### src/rtl/fifo_rd_ctrl_if.sv
// Read-side FIFO controller bus: consumer request, FIFO status/memory inputs,
// and the pop/pointer/data outputs of the controller.
interface fifo_rd_ctrl_if #(
    parameter int ADDR_W = 3,
    parameter int DATA_W = 8
);
    logic              en;
    logic              empty;
    logic [DATA_W-1:0] mem_rdata;
    logic              pop;
    logic [ADDR_W-1:0] rd_addr;
    logic [ADDR_W:0]   rd_ptr;
    logic [DATA_W-1:0] dout;
    logic              dout_valid;
    logic              underflow;

    modport master (
        input  en, empty, mem_rdata,
        output pop, rd_addr, rd_ptr, dout, dout_valid, underflow
    );

    modport slave (
        output en, empty, mem_rdata,
        input  pop, rd_addr, rd_ptr, dout, dout_valid, underflow
    );
endinterface

### src/rtl/fifo_rd_ctrl.sv
// FIFO read-side controller: read pointer, guarded pop strobe, registered data/valid,
// sticky underflow. Define FIFO_RD_GRAY_PTR_EN for a Gray-coded rd_ptr output.
module fifo_rd_ctrl #(
    parameter int ADDR_W = 3,
    parameter int DATA_W = 8
) (
    input  logic           clk,
    input  logic           arst,
    fifo_rd_ctrl_if.master bus
);
    typedef enum logic [1:0] {
        IDLE  = 2'd0,
        EMPTY = 2'd1,
        POP   = 2'd2
    } state_t;

    state_t            state;
    logic [ADDR_W:0]   ptr_bin;
    logic [ADDR_W:0]   ptr_nxt;
    logic [DATA_W-1:0] dout_q;
    logic              valid_q;
    logic              underflow_q;
    logic              pop_int;

    // Empty guard is combinational so a word taken last cycle is never popped twice.
    assign pop_int = (state == POP) && !bus.empty;
    assign ptr_nxt = ptr_bin + {{ADDR_W{1'b0}}, 1'b1};

    always_ff @(posedge clk or posedge arst) begin
        if (arst) begin
            state       <= IDLE;
            ptr_bin     <= '0;
            dout_q      <= '0;
            valid_q     <= 1'b0;
            underflow_q <= 1'b0;
        end else begin
            if (bus.empty)
                state <= EMPTY;
            else if (bus.en)
                state <= POP;
            else
                state <= IDLE;

            if (pop_int) begin
                ptr_bin <= ptr_nxt;
                dout_q  <= bus.mem_rdata;
                valid_q <= 1'b1;
            end else begin
                valid_q <= 1'b0;
            end

            if ((state == POP) && bus.empty)
                underflow_q <= 1'b1;
        end
    end

`ifdef FIFO_RD_GRAY_PTR_EN
    logic [ADDR_W:0] ptr_gray;

    always_ff @(posedge clk or posedge arst) begin
        if (arst)
            ptr_gray <= '0;
        else if (pop_int)
            ptr_gray <= ptr_nxt ^ (ptr_nxt >> 1);
    end

    assign bus.rd_ptr = ptr_gray;
`else
    assign bus.rd_ptr = ptr_bin;
`endif

    assign bus.pop        = pop_int;
    assign bus.rd_addr    = ptr_bin[ADDR_W-1:0];
    assign bus.dout       = dout_q;
    assign bus.dout_valid = valid_q;
    assign bus.underflow  = underflow_q;
endmodule
### src/flat_wrapper.sv
// flat-port wrapper written by rule: the top's interface ports become plain ports
module fifo_rd_ctrl_flat 
#(
    parameter int ADDR_W = 3,
    parameter int DATA_W = 8
)
  (clk, arst, bus_en, bus_empty, bus_mem_rdata, bus_pop, bus_rd_addr, bus_rd_ptr, bus_dout, bus_dout_valid, bus_underflow);
  fifo_rd_ctrl_if #(.ADDR_W(ADDR_W), .DATA_W(DATA_W)) bus_i ();
  input  logic clk;
  input  logic arst;
  input wire logic [$bits(bus_i.en)-1:0] bus_en;
  input wire logic [$bits(bus_i.empty)-1:0] bus_empty;
  input wire logic [$bits(bus_i.mem_rdata)-1:0] bus_mem_rdata;
  output wire logic [$bits(bus_i.pop)-1:0] bus_pop;
  output wire logic [$bits(bus_i.rd_addr)-1:0] bus_rd_addr;
  output wire logic [$bits(bus_i.rd_ptr)-1:0] bus_rd_ptr;
  output wire logic [$bits(bus_i.dout)-1:0] bus_dout;
  output wire logic [$bits(bus_i.dout_valid)-1:0] bus_dout_valid;
  output wire logic [$bits(bus_i.underflow)-1:0] bus_underflow;
  assign bus_i.en = bus_en;
  assign bus_i.empty = bus_empty;
  assign bus_i.mem_rdata = bus_mem_rdata;
  assign bus_pop = bus_i.pop;
  assign bus_rd_addr = bus_i.rd_addr;
  assign bus_rd_ptr = bus_i.rd_ptr;
  assign bus_dout = bus_i.dout;
  assign bus_dout_valid = bus_i.dout_valid;
  assign bus_underflow = bus_i.underflow;
  fifo_rd_ctrl #(.ADDR_W(ADDR_W), .DATA_W(DATA_W)) u_core (.clk(clk), .arst(arst), .bus(bus_i));
endmodule
### config.mk
export PLATFORM = sky130hd
export DESIGN_NAME = fifo_rd_ctrl_flat
export DESIGN_NICKNAME = d
export VERILOG_FILES = /design/src/rtl/fifo_rd_ctrl_if.sv /design/src/rtl/fifo_rd_ctrl.sv /design/src/flat_wrapper.sv
export SDC_FILE = /design/constraint.sdc
export NUM_CORES = 1
export LEC_CHECK = 0
export CAP_MARGIN = 20
export CORE_MARGIN = 2
export CORE_UTILIZATION = 42
export CTS_CLUSTER_DIAMETER = 200
export CTS_CLUSTER_SIZE = 12
export DETAILED_ROUTE_END_ITERATION = 12
export HOLD_SLACK_MARGIN = 0.15
export MAX_ROUTING_LAYER = met4
export PLACE_DENSITY_LB_ADDON = 0.3
export SETUP_SLACK_MARGIN = 0.4
export SYNTH_ARGS = -nofsm -noshare
export SYNTH_HDL_FRONTEND = slang
export SYNTH_SLANG_ARGS = --single-unit
### constraint.sdc
create_clock -name clk -period 2.8 [get_ports clk]
set_input_delay 0.42 -clock clk [delete_from_list [all_inputs] [get_ports clk]]
set_output_delay 0.42 -clock clk [all_outputs]
set_load 0.02 [all_outputs]
==> results of run 1 <==
-- routing by layer --
metal,vias up,track usage [%],part of all wire [%]
li1,190,-,-
met4,0,5.455,0.65
met5,-,-,0
met1,208,16.25,44
met2,13,22.09,50
met3,2,2.553,5.0
-- cells by family (layout without fill, tap and decap cells) --
| kind of cell | Yosys count | in the layout | share of synthesized area (%) |
|---|---|---|---|
| AOI/OAI and AO/OA | 1 | 1 | 1.352 |
| xor gates and xnor gates | 3 | 3 | 5.214 |
| adders and majority gates | 1 | 1 | 1.930 |
| buffers and inverters | 6 | 36 | 6.371 |
| DFF | 16 | 16 | 61.78 |
| muxes | 9 | 9 | 15.64 |
| and+or+nand+nor | 4 | 4 | 7.722 |
-- through the flow --
stage | utilization [%] | area (sq um) | setup WS (ns) | hold slack, ns
floorplan | - | 648.1 | 1.483 | 0.3337
global placement | 63.35 | 932.1 | 0.6128 | 0.4680
detailed placement | 63.35 | 932.1 | 0.5917 | 0.4718
CTS | 65.82 | 968.4 | 0.5917 | 0.4999
global route | 65.82 | 968.4 | 0.5417 | 0.5128
finish | 65.82 | 968.4 | 0.6099 | 0.4959
-- placed cells by master (no fill, tap or decap), types with 2 or more instances in the layout --
cell / netlist / layout
clkbuf_4: 0 / 3
clkdlybuf4s50_1: 0 / 29
dfrtp_1: 16 / 16
inv_1: 2 / 2
mux2_2: 9 / 9
-- report_power, final --
group	switching (uW)	internal (uW)	leakage (uW)	total [uW]
sequential	57.5	284	0.000194	341
clock	71.9	79.0	0.0000210	151
combinational	146	179	0.000205	325
total	275	542	0.000419	817
-- registers in the layout, indices dropped and copies added, names as in the netlist --
register and count:
u_core.bus.underflow 1, u_core.bus.rd_ptr 4, u_core.state 2, u_core.bus.dout_valid 1
u_core.bus.dout 8
-- final cells by class --
cell class,count,share of cell area (%)
Inverter,2,0.7752
Tap cell,16,2.067
Clock buffer,4,3.747
Timing Repair Buffer,30,30.75
Sequential cell,16,41.34
Multi-Input combinational cell,18,21.32
-- worst min path at each step --
stage / endpoint / slack, ns / cells after the start
2_1_floorplan: u_core.bus.dout[0] / 0.33 / 1
3_3_place_gp: u_core.bus.underflow / 0.47 / 1
5_1_grt: u_core.bus.underflow / 0.51 / 1
6_report: u_core.state[1] / 0.50 / 2
4_1_cts: u_core.bus.underflow / 0.50 / 1
3_5_place_dp: u_core.bus.underflow / 0.47 / 1
==> flow_summary.yaml, run 1 <==
synthesis:
  synth_seq_cells: 16
  async_reset_ff_share_pct: 100.0
  synthesis.area_sq_um: 648.1
  synth_area_leaders: "dfrtp_1 (62%), mux2_2 (16%), buf_4 (3.5%)"
  synth_cell_types: 14
  yosysMostFrequentCell: "dfrtp_1"
  synth-edff-count: 0
  ys_dominant_reg_cell: "dfrtp_1"
  synth.avg_cell_area_sq_um: 16.20
  synth_largest_area_cell: "dfrtp_1"
  ys_seq_area_share_pct: 61.78
  synth_warnings: 0
  yosysTopAreaCellShare_pct: 61.78
  yosys-top-cells-count: "dfrtp_1 (16), mux2_2 (9), buf_4 (3)"
  syn_inst: 40
  synthesis.nets: 53
clock_network:
  cts_root_buf: "clkbuf_4"
  postCtsHoldBufs: 0
  cts_tree: "yes"
  clk_pin_slew_ns: 0.10
  cts_setup_buffers: 0
  cts_buffer_depth: 2
  cts.htree.levels: 1
  clock_latency_ns: 0.28
  clock_sinks: 16
  numCtsBuffers: 3
  cts_resized: 0
placed_design:
  port_buffers: 29
  place_inst: 82
  gp_congestion: 0.6646
  place_hpwl_microns: 817
timing:
  hold_viol: 0
  period_needed_ns: 2.190
  maxSlewViolCount: 0
  fin_skew_ns: 0.003611
  rsz0062_at_grt: "no"
  min_period_over_period_pct: 78.22
  timing.fmax_ghz: 0.4566
  tns_ns: 0
  finalSetupViolCount: 0
  max-slew-margin-rel_pct: 60.09
  worst_pin_slew_ns: 0.5980
job:
  max_cap_violations: 0
finish:
  syn_to_final_growth_pct: 49.42
  num_antenna_cells: 0
  final_cells: 86
  fill_cells: 117
  multi_input_area_sq_um: 206.4
  seq_area_sq_um: 400.4
  nets: 84
  drive_gt1_share_pct: 25.71
detailed_routing:
  routed_wl_mm: 1.082
  vias: 413
  wire_per_inst_microns: 12.58
  viasPerCell: 4.802
  first_pass_iters: 4
  drc_errors: 0
  ant_nets: 0
  drt_iter0_markers: 1
critical_path:
  path_buf_inv: 2
  endpoint_kind: "output port"
  critical_path.startpoint: "bus_empty"
  r2r_slack_ns: 1.46
  reg2regPathDepth: 3
  max_stage_delay_ns: 0.64
  critPathSlowestCell: "clkdlybuf4s50_1"
  arrival_ns: 1.77
  critPathKind: "in -> out"
  cpMostUsedCell: "clkdlybuf4s50_1"
  crit_cells: 3
  crit_end: "bus_pop"
  r2r_end: "u_core.bus.dout[2]"
  crit_chain: "clkdlybuf4s50_1, nor3b_4, clkdlybuf4s50_1"
  r2r-start: "u_core.state[0]"
  worstPathMaxFanout: 4
  start_kind: "input port"
  crit_family: "buffers and inverters"
  crit_required_ns: 2.38
grt:
  first_global_vias: 413
  grt_max_degree: 17
  overflow: 0
  antenna_found_initial: 0
  grt_use_total_pct: 13.48
  grt_pass1_wl_mm: 1.800
die:
  num_io_pins: 30
  dieArea_sq_um: 1873
  die_y_microns: 43.28
  die_w_microns: 43.28
  initial_core_util_pct: 44.05
  fp.coreArea_sq_um: 1471
  core.rowCount: 14
power_and_ir_drop:
  total_power_uw: 817.5
  leakage_uw: 0.0004194
  power.density_nw_per_um2: 844.1
  ir_drop_mv: 0.3363
hold_path:
  hold_class: "in -> async"
status:
  outcome: "finished clean"
(Power assumes the default switching activity.)
==> run 2, diff against run 1 <==
Settings changed: CORE_UTILIZATION 42 to 35.
Clock period 2.8 ns to 1.78 ns, I/O delays scaled along.
==> run 2 against run 1 <==
Effect of this change: clock skew is 0.0040 ns higher; die area is 18% higher; global-route usage is 0.82 points lower; first-iteration DRC count is 100% lower; final area stayed put; combinational power is 37% higher; utilization is 9.7 points lower; clock power is 18% higher; largest power group unchanged; highest routed layer is now met3.
==> flow_summary.yaml, run 2 (synthesized netlist as in run 1, its figures left out) <==
status:
  outcome: "finished clean"
critical_path:
  crit_required_ns: 1.51
  endpoint_kind: "output port"
  critPathKind: "reg -> out"
  max_stage_delay_ns: 0.44
  start_kind: "register"
  arrival_ns: 1.07
  path_buf_inv: 1
  crit_chain: "dlygate4sd2_1"
  worstPathMaxFanout: 4
  critPathSlowestCell: "dfrtp_1"
  crit_family: "flip-flops"
grt:
  met1_usage_pct: 13.59
  overflow: 0
  grt_use_met2_pct: 21.92
  grt.busiest_layer: "met2"
  grt_pass1_wl_mm: 1.821
  grt_util_met3_pct: 6.923
  grt_max_degree: 17
  first_global_vias: 421
  grt_use_total_pct: 12.65
  antenna_found_initial: 0
power_and_ir_drop:
  ir_drop_mv: 0.7057
  power.density_nw_per_um2: 1201
  leakage_uw: 0.0004581
  total_power_uw: 1163
die:
  initial_core_util_pct: 37.54
  num_io_pins: 30
  fp.coreArea_sq_um: 1727
  core.rowCount: 15
  die_y_microns: 47.03
  dieArea_sq_um: 2212
  die_w_microns: 47.03
detailed_routing:
  drt_iter0_markers: 0
  vias: 405
  routed_wl_mm: 1.099
  ant_nets: 0
  viasPerCell: 4.263
  wire_per_inst_microns: 11.57
  first_pass_iters: 1
  drc_errors: 0
clock_network:
  cts.htree.levels: 1
  cts_setup_buffers: 0
  cts_root_buf: "clkbuf_4"
  postCtsHoldBufs: 0
  numCtsBuffers: 3
  cts_tree: "yes"
  clock_sinks: 16
  clock_latency_ns: 0.28
  clk_pin_slew_ns: 0.09
  cts_buffer_depth: 2
timing:
  fin_skew_ns: 0.007599
  timing.fmax_ghz: 0.7469
  worst_pin_slew_ns: 0.5729
  max-slew-margin-rel_pct: 61.77
  period_needed_ns: 1.339
  min_period_over_period_pct: 75.22
  hold_viol: 0
  hold_ws_ns: 0.3204
  maxSlewViolCount: 0
  rsz0062_at_grt: "yes"
  finalSetupViolCount: 0
placed_design:
  gp_congestion: 0.6540
  place_hpwl_microns: 873.3
  port_buffers: 29
  dpl_cell_area_sq_um: 950.9
finish:
  syn_to_final_growth_pct: 49.42
  final_cell_mix: "dfrtp_1 (14), dlygate4sd2_1 (13), clkdlybuf4s50_1 (10)"
  stdcell_area_sq_um: 968.4
  final_common_cell: "dfrtp_1"
  largest_reg_flops: 8
  drive_gt1_share_pct: 31.43
  final_core_util_pct: 56.09
  nets: 85
  num_antenna_cells: 0
  fill_cells: 153
hold_path:
  hold_class: "in -> reg"
job:
  max_cap_violations: 0
-- run 2: changes by cell type in the layout (fill, tap and decap cells not counted), sizes merged --
cell	before	now
buf	1	3
dlygate4sd2	0	13
clkdlybuf4s15	0	4
clkdlybuf4s50	29	10
clkbuf	4	3
dlymetal6s2s	0	1
-- run 2: metrics by stage --
stage	setup TNS [ns]	setup WS, ns	std cells
floorplan	0	0.4660	40
global placement	-0.06897	-0.06897	92
detailed placement	-0.06573	-0.06573	92
CTS	0	0.2108	95
global route	0	0.3784	95
finish	0	0.4410	95
-- run 2: final timing paths --
check / endpoint / slack (ns) / from / depth (start not counted)
worst max-delay path: bus_rd_ptr[2] / 0.44 / u_core.bus.rd_ptr[2] / 1
worst min-delay path: u_core.state[0] / 0.32 / bus_empty / 2
worst max register to register: u_core.bus.dout[5] / 0.49 / u_core.state[0] / 3
worst min register to register: u_core.bus.underflow / 0.49 / u_core.bus.underflow / 1
max in group asynchronous: u_core.bus.rd_ptr[1] / 1.03 / arst / 2
min in group asynchronous: u_core.bus.dout[7] / 0.34 / arst / 2
-- run 2: where the power goes --
part / total, uW / switching (uW) / internal (uW) / leakage, uW
Combinational: 445 / 233 / 213 / 0.000253
Clock: 178 / 100 / 78.3 / 0.0000138
Sequential: 539 / 87.9 / 452 / 0.000192
-- run 2: area by class of cell --
type	count	area (sq um)	share of cell area [%]
Multi-Input combinational cell	18	206.4	21.32
Clock buffer	3	22.52	2.326
Inverter	2	7.507	0.7752
Tap cell	25	31.28	3.230
Timing Repair Buffer	31	297.8	30.75
Sequential cell	16	402.9	41.60
-- run 2: per-layer routing --
metal,wire length [microns],part of all wire (%),up-vias
met5,0,0,-
met1,466,42,197
met2,562,51,16
met3,71,6.5,0
li1,-,-,192
met4,0,0,0
-- run 2: repair_timing --
action | in CTS | in global routing
pin swaps | 0 | 1
resized for setup | 23 | 9
hold endpoints to repair | 0 | 0
endpoints found under the setup margin | 18 | 13
